===== src/rtl/cmp_pkg.sv =====
// Shared cascade codes and controller state type for the sequential magnitude comparator.
package cmp_pkg;

    localparam logic [2:0] CAS_GT = 3'b100;
    localparam logic [2:0] CAS_EQ = 3'b010;
    localparam logic [2:0] CAS_LT = 3'b001;

    typedef enum logic [1:0] {
        IDLE = 2'd0,
        RUN  = 2'd1,
        DONE = 2'd2
    } state_t;

endpackage


===== src/rtl/nib_cmp4.sv =====
// One nibble step of the magnitude cascade: a differing nibble overrides the
// incoming cascade code, an equal nibble passes it through untouched.
module nib_cmp4
    import cmp_pkg::*;
(
    input  logic [3:0] a,
    input  logic [3:0] b,
    input  logic [2:0] cas,
    output logic [2:0] q
);

    always_comb begin
        q = cas;
        if (a > b) begin
            q = CAS_GT;
        end else if (a < b) begin
            q = CAS_LT;
        end
    end

endmodule


===== src/rtl/seq_mag_cmp.sv =====
// Sequential magnitude comparator: walks the operands one nibble per cycle, LSB first.
// Build option: SEQ_MAG_CMP_SIGNED_EN selects two's-complement comparison.
//
// state | meaning
// IDLE  | waiting for an operand pair (in_ready=1)
// RUN   | comparing nibble idx, LSB nibble first
// DONE  | result on q, holding until out_ready
module seq_mag_cmp
    import cmp_pkg::*;
#(
    parameter int WIDTH = 16
) (
    input  logic             clk,
    input  logic             rst_n,
    input  logic             in_valid,
    output logic             in_ready,
    input  logic [WIDTH-1:0] op_a,
    input  logic [WIDTH-1:0] op_b,
    input  logic [2:0]       cas_in,
    output logic             out_valid,
    input  logic             out_ready,
    output logic [2:0]       q
);

    localparam int NIBS  = WIDTH / 4;
    localparam int IDX_W = (NIBS > 1) ? $clog2(NIBS) : 1;
    localparam logic [IDX_W-1:0] LAST_IDX = IDX_W'(NIBS - 1);

    state_t           state;
    state_t           state_nx;
    logic [WIDTH-1:0] a_q;
    logic [WIDTH-1:0] b_q;
    logic [2:0]       cas_q;
    logic [IDX_W-1:0] idx;
    logic [3:0]       a_nib;
    logic [3:0]       b_nib;
    logic [2:0]       step_q;
    logic             last;

    assign last = (idx == LAST_IDX);

    always_comb begin
        a_nib = a_q[{idx, 2'b00} +: 4];
        b_nib = b_q[{idx, 2'b00} +: 4];
`ifdef SEQ_MAG_CMP_SIGNED_EN
        // Flipping the sign bits maps two's-complement order onto unsigned order.
        if (last) begin
            a_nib[3] = ~a_nib[3];
            b_nib[3] = ~b_nib[3];
        end
`endif
    end

    nib_cmp4 u_nib_cmp4 (
        .a   (a_nib),
        .b   (b_nib),
        .cas (cas_q),
        .q   (step_q)
    );

    always_comb begin
        state_nx = state;
        case (state)
            IDLE:    if (in_valid)  state_nx = RUN;
            RUN:     if (last)      state_nx = DONE;
            DONE:    if (out_ready) state_nx = IDLE;
            default: state_nx = IDLE;
        endcase
    end

    always_ff @(posedge clk or negedge rst_n) begin
        if (!rst_n) begin
            state <= IDLE;
            a_q   <= '0;
            b_q   <= '0;
            cas_q <= '0;
            idx   <= '0;
        end else begin
            state <= state_nx;
            if (state == IDLE && in_valid) begin
                a_q   <= op_a;
                b_q   <= op_b;
                cas_q <= cas_in;
                idx   <= '0;
            end else if (state == RUN) begin
                cas_q <= step_q;
                if (!last) begin
                    idx <= idx + IDX_W'(1);
                end
            end
        end
    end

    assign in_ready  = (state == IDLE);
    assign out_valid = (state == DONE);
    assign q         = out_valid ? cas_q : 3'b000;

endmodule


===== config.mk =====
export PLATFORM = sky130hd
export DESIGN_NAME = seq_mag_cmp
export DESIGN_NICKNAME = d
export VERILOG_FILES = /design/src/rtl/cmp_pkg.sv /design/src/rtl/nib_cmp4.sv /design/src/rtl/seq_mag_cmp.sv
export SDC_FILE = /design/constraint.sdc
export NUM_CORES = 1
export LEC_CHECK = 0
export BUFFER_PORTS_ARGS = -buffer_cell sky130_fd_sc_hd__buf_2
export CORE_ASPECT_RATIO = 1.75
export CORE_MARGIN = 4
export CORE_UTILIZATION = 47
export CTS_CLUSTER_SIZE = 24
export DETAILED_ROUTE_END_ITERATION = 10
export GPL_TIMING_DRIVEN = 0
export PLACE_DENSITY = 0.83
export SLEW_MARGIN = 30
export SYNTH_ARGS = -nofsm -noshare
export SYNTH_HDL_FRONTEND = slang
export SYNTH_SLANG_ARGS = --single-unit

===== constraint.sdc =====
create_clock -name clk -period 2.7 [get_ports clk]
set_clock_uncertainty 0.2 [all_clocks]
set_input_delay 0.405 -clock clk [delete_from_list [all_inputs] [get_ports clk]]
set_output_delay 0.405 -clock clk [all_outputs]
set_load 0.1 [all_outputs]

==> metrics.md, run 1 <==
| Metric | Value |
|---|---|
| Vias per Instance | `5.433` |
| Setup TNS | `0 ns` |
| Worst Path Max Fanout | `10` |
| Hold-fix buffers, CTS | `0` |
| Slowest cell delay on critical path | `0.52 ns` |
| Postcts setup bufs | `0` |
| Worst-case vdd ir drop | `0.7675 mV` |
| R2R Path Start | `idx[0]` |
| Yosys warns | `0` |
| Post-DP HPWL | `3051 um` |
| Drt pass-1 iters | `4` |
| DR iter-0 viols | `7` |
| Worst Hold Class | `primary input to asynchronous set/reset pin` |
| Fin util | `60.38%` |
| Syn Nets | `172` |
| Seq/Total Area, Yosys | `52.92%` |
| Max Clk Rate | `0.3851 GHz` |
| Mapped Area | `0.001844 mm^2` |
| Clk root buf | `clkbuf_8` |
| Cells after Synth | `128` |
| Initial Utilization | `49.83%` |
| Slew at the pin closest to its max-slew limit | `0.8515 ns` |
| Worst R2R Path Depth | `6` |
| Crit path arrival time | `2.57 ns` |
| Crit end category | `flip-flop` |
| First-pass GRT wire length | `6444 um` |
| Core Area | `0.003701 mm^2` |
| Main synth FF type | `dfrtp_1` |
| Port Buffer Count | `43` |
| Yosys cell types | `24` |
| Critical setup path kind | `flip-flop to flip-flop` |
| Die height | `90.87 um` |
| FILL cells | `322` |
| WL final | `3838 um` |
| Initial antenna violation count | `0` |
| Layout cells sized above 1 | `56.18%` |
| CTS buffer count | `5` |
| Total global routing overflow | `0` |
| Pwr Density | `1260 mW/mm^2` |
| Die area | `0.005029 mm^2` |
| Max_cap viols | `0` |
| Final Max Tran Viols | `0` |
| I/O pin total | `44` |
| P_leak | `1.026 nW` |
| Post-route ant nets | `0` |
| Cells along the critical path | `buf_6 -> mux4_2 -> ha_1 -> or3b_1 -> or4_1 -> a22o_1` |
| Crit path max-delay cell type | `mux4_2` |
| # nets final | `222` |
| Crit path max-delay family | `simple AND/OR/NAND/NOR gates` |
| Min Tclk post-route | `2.597 ns` |
| Req. time, crit path | `2.67 ns` |
| CTS tree | `yes` |
| Vias | `1217` |
| Clock slew at reported path FFs | `0.07 ns` |
| Slew margin rel. | `43.24%` |
| FFs w/ async S/R, synth | `100.0%` |
| FF+latch count, synth | `39` |
| Die Width | `55.35 um` |
| Most frequent cells in the layout | `buf_2 (45), dfrtp_1 (39), mux2_2 (33)` |
| Final hold vios | `0` |
| Synthesis-to-layout area growth | `21.17%` |
| Critical Path Start Type | `flip-flop` |
| Clk buf depth | `2` |
| Avg Inst Size Synth | `14.41 um^2` |
| Period utilisation layout | `96.19%` |
| Avg WL per Cell | `17.13 um` |
| CTS H-tree depth | `2` |
| CP Buf/Inv Count | `1` |
| Sink Count | `39` |
| Worst-Skew Late Latency | `0.28 ns` |
| Unrepaired setup endpoints after global routing | `false` |
| GRT Resource Usage Total | `16.31%` |
| Antenna diodes | `0` |
| Status | `complete, no violations` |
| Reg2reg end | `cas_q[1]` |
| Commonest non-fill, non-tap cell in the layout | `buf_2` |
| R2R Setup Slk | `0.10 ns` |
| Site Rows | `29` |
| Post-synth EDFFs | `0` |
| DRC | `0` |
| Largest net degree at the start of global routing | `40` |
| Gpl congestion | `0.8650` |
| Final Setup Violations | `0` |
| Vias in the first global route | `1448` |
what timing repair did:
item / in CTS / in global routing
gates resized for setup: 2 / 1
gates cloned: 0 / 0
setup endpoints to repair: 1 / 1
routing by layer:
metal	vias up	GRT usage, %	share of wire [%]
li1	569	-	-
met1	610	16.32	35
met2	33	31.13	59
met3	5	3.577	4.2
met4	0	6.897	1.4
met5	-	0	0
flip-flops by register name (all words and copies together), names as in the netlist:
| name | cells |
|---|---|
| state | 2 |
| a_q | 16 |
| b_q | 16 |
| cas_q | 3 |
| idx | 2 |
through the flow:
step,setup WS [ns],cells,power [W],hold WS [ns],area [um^2]
after floorplan,0.1298,128,0.002122,-0.09059,1867
after global placement,0.01201,217,0.002344,0.2839,2140
after detailed placement,-0.06413,217,0.002453,0.2952,2140
after CTS,0.03964,224,0.002846,0.05409,2231
after global routing,0.02247,224,0.003038,0.07658,2235
final,0.1030,224,0.002815,0.02527,2235
cell families (layout without fill, tap and decap cells):
family,Yosys count,count (layout),share of synthesized area [%]
compound gates,14,14,5.767
mux,41,41,29.92
buf+inv,15,65,3.663
fa+ha+maj,5,5,3.392
simple gates,14,14,4.342
flops,39,39,52.92
cells in the mapped netlist (2+ instances only):
library cell	number	area, um^2
clkbuf_1	2	7.510
inv_1	8	30.03
a22o_1	4	35.03
a311oi_1	3	26.28
and2_1	2	12.51
nor2_1	4	15.01
ha_1	5	62.56
buf_4	2	15.01
mux2_2	33	371.6
nor2b_1	3	18.77
buf_2	3	15.01
mux4_2	8	180.2
a21oi_1	2	10.01
dfrtp_1	39	975.9
layout make-up:
cell class	instances	area, um^2	share of cell area (%)
well taps	46	57.56	2.576
repair buffers	43	215.2	9.630
clock inverters	1	5.005	0.2240
plain buffers	7	45.04	2.016
flip-flops and latches	39	975.9	43.67
inverters	8	30.03	1.344
clock buffers	6	82.58	3.695
multi-input cells	74	823.3	36.84
power by group:
part / internal, W / leakage, nW / switching [W]
Sequential: 0.000886 / 0.464 / 0.000159
Clock: 0.000200 / 0.0470 / 0.000185
Combinational: 0.000737 / 0.515 / 0.000649
worst max-delay path by stage:
stage / startpoint / to / slack, ns / cells after the start
finish: idx[0] / cas_q[1] / 0.10 / 6
global route: idx[0] / cas_q[1] / 0.02 / 6
CTS: idx[0] / cas_q[1] / 0.04 / 6
detailed placement: idx[0] / cas_q[1] / -0.06 / 6
global placement: idx[0] / cas_q[1] / 0.01 / 6
floorplan: state[0] / q[2] / 0.13 / 3
(Power assumes the default switching activity.)
==> run 2, diff against run 1 <==
--- a/config.mk
+++ b/config.mk
@@ -12,7 +12,8 @@
 export CTS_CLUSTER_SIZE = 24
 export DETAILED_ROUTE_END_ITERATION = 10
 export GPL_TIMING_DRIVEN = 0
-export PLACE_DENSITY = 0.83
+export PLACE_DENSITY = 0.8
+export REMOVE_ABC_BUFFERS = 1
 export SLEW_MARGIN = 30
 export SYNTH_ARGS = -nofsm -noshare
 export SYNTH_HDL_FRONTEND = slang
==> constraint.sdc (replaced) <==
create_clock -name clk -period 2.5 [get_ports clk]
set_clock_uncertainty 0.2 [all_clocks]
set_input_delay 0.375 -clock clk [delete_from_list [all_inputs] [get_ports clk]]
set_output_delay 0.375 -clock clk [all_outputs]
set_load 0.1 [all_outputs]
==> run 2 against run 1 <==
Compared with the run above:
- the flow now finishes with violations (negative hold slack)
- count of clock-buffer cells in the layout unchanged
- setup slack worse by 0.088 ns
- via count down 1.3%
- global-route usage down 1.6 points
- largest cell class unchanged
- critical endpoint unchanged
- worst hold slack worse by 0.041 ns
- critical path type unchanged
- die area unchanged
- clock power up 9.6%
- first-iteration DRC count up 100%
- core utilization up 0.10 points
- combinational power up 4%
- total power up 8.3%
- final cell count unchanged
==> metrics.md, run 2 (same netlist as run 1, synthesis figures left out) <==
| Metric | Value |
|---|---|
| Status | `finished with violations` |
| Failing checks | `negative hold slack` |
| Part of the power in combinational logic | `47.2%` |
| Setup TNS | `0 ns` |
| Worst-case vdd ir drop | `0.7058 mV` |
| Vias in the first global route | `1402` |
| Post-route ant nets | `0` |
| Switching power | `0.001041 W` |
| Vias | `1201` |
| Pwr Density | `1362 mW/mm^2` |
| CTS tree | `yes` |
| Most frequent cells in the layout | `buf_2 (43), dfrtp_1 (37), mux2_2 (33)` |
| Gpl congestion | `0.7101` |
| Initial antenna violation count | `0` |
| Crit end category | `flip-flop` |
| Crit path max-delay cell type | `mux4_2` |
| Cell internal pwr | `0.002008 W` |
| First-pass GRT wire length | `5961 um` |
| Synthesis-to-layout area growth | `21.37%` |
| Vias per Instance | `5.362` |
| Critical Path Start Type | `flip-flop` |
| Crit path max-delay family | `simple AND/OR/NAND/NOR gates` |
| Largest net degree at the start of global routing | `40` |
| Antenna diodes | `0` |
| Placed insts | `214` |
| Final Setup Violations | `0` |
| Initial Utilization | `49.83%` |
| Final hold vios | `19` |
| Req. time, crit path | `2.47 ns` |
| Clock power frac | `13.8%` |
| CTS buffer count | `5` |
| Slowest cell delay on critical path | `0.52 ns` |
| I/O pin total | `44` |
| Min Tclk post-route | `2.485 ns` |
| Hold slack | `-0.01569 ns` |
| P_leak | `1.027 nW` |
| Final Worst Setup Slack | `0.01483 ns` |
| DR iter-0 viols | `14` |
| Commonest non-fill, non-tap cell in the layout | `buf_2` |
| Die height | `90.87 um` |
| Post-Place Worst Slack | `-0.3739 ns` |
| DRC | `0` |
| Hold-fix buffers, CTS | `0` |
| Period utilisation layout | `99.41%` |
| Reg2reg end | `cas_q[1]` |
| Worst Hold Class | `primary input to asynchronous set/reset pin` |
| Total global routing overflow | `0` |
| Final Max Tran Viols | `0` |
| CTS H-tree depth | `2` |
| Clock slew at reported path FFs | `0.07 ns` |
| Layout cells sized above 1 | `57.87%` |
| Reg power frac | `39.0%` |
| R2R Setup Slk | `0.01 ns` |
| Die area | `0.005029 mm^2` |
| Clk buf depth | `2` |
| Worst Path Max Fanout | `6` |
| Critical setup path kind | `flip-flop to flip-flop` |
| Crit path arrival time | `2.46 ns` |
| Slew margin rel. | `43.98%` |
| Sw frac | `34.15%` |
| Clk root buf | `clkbuf_8` |
| Sink Count | `39` |
| Non-filler cells, final | `224` |
| Port Buffer Count | `43` |
| # nets final | `222` |
| Cells along the critical path | `mux4_2 -> ha_2 -> or3b_4 -> or4_1 -> a22o_1` |
| Pwr Total | `0.003049 W` |
| Unrepaired setup endpoints after global routing | `true` |
| Slew at the pin closest to its max-slew limit | `0.8403 ns` |
| R2R Path Start | `idx[0]` |
| Drt pass-1 iters | `4` |
| Max Clk Rate | `0.4024 GHz` |
| Post-DP HPWL | `2657 um` |
| Max_cap viols | `0` |
| GRT Resource Usage Total | `14.70%` |
| FILL cells | `319` |
| Worst R2R Path Depth | `5` |
| Core Area | `0.003701 mm^2` |
| Worst-Skew Late Latency | `0.29 ns` |
| Biggest regs | `a_q x16, b_q x16, cas_q x3` |
| Site Rows | `29` |
| WL final | `3416 um` |
| Die Width | `55.35 um` |
| CP Buf/Inv Count | `0` |
| Avg WL per Cell | `15.25 um` |
==> run 2: layout make-up <==
| type | instances | area (um^2) | area share, % |
|---|---|---|---|
| multi-input cells | 74 | 810.8 | 36.22 |
| inverters | 8 | 30.03 | 1.342 |
| repair buffers | 50 | 271.5 | 12.13 |
| clock buffers | 6 | 82.58 | 3.689 |
| flip-flops and latches | 39 | 980.9 | 43.82 |
| well taps | 46 | 57.56 | 2.571 |
| clock inverters | 1 | 5.005 | 0.2236 |
==> run 2: timing repair <==
action                                  CTS  global route
pin swaps                                 1             0
setup buffers                             2             1
endpoints found under the setup margin    3             1
resized for setup                         3             3
==> run 2: worst max-delay path by stage <==
| stage | endpoint | slack, ns | depth (start not counted) | startpoint |
|---|---|---|---|---|
| after floorplan | q[0] | -1.48 | 3 | state[0] |
| after global placement | b_q[2] | -2.26 | 2 | state[0] |
| after detailed placement | cas_q[1] | -0.37 | 5 | idx[0] |
| after CTS | cas_q[1] | -0.02 | 7 | idx[0] |
| after global routing | cas_q[1] | -0.03 | 5 | idx[0] |
| final | cas_q[1] | 0.01 | 5 | idx[0] |
==> run 2: stage by stage <==
step / area (um^2) / util, %
after global placement: 2079 / 56.19
after global routing: 2238 / 60.48
after floorplan: 1807 / -
after CTS: 2222 / 60.04
final: 2238 / 60.48
after detailed placement: 2115 / 57.13
==> run 2: metal layers <==
layer	vias to the layer above	global-route usage (%)	part of all wire, %
met3	7	4.006	4.6
li1	568	-	-
met2	34	27.17	56
met5	-	0	0
met1	592	15.21	38
met4	0	5.882	1.6
==> run 2: power groups by stage <==
stage,logic [W],clock network (W),registers (W)
2_1_floorplan,0.00112,0,0.00113
3_3_place_gp,0.00130,0,0.00118
3_5_place_dp,0.00136,0,0.00122
4_1_cts,0.00141,0.000434,0.00120
5_1_grt,0.00158,0.000459,0.00124
6_report,0.00144,0.000422,0.00119
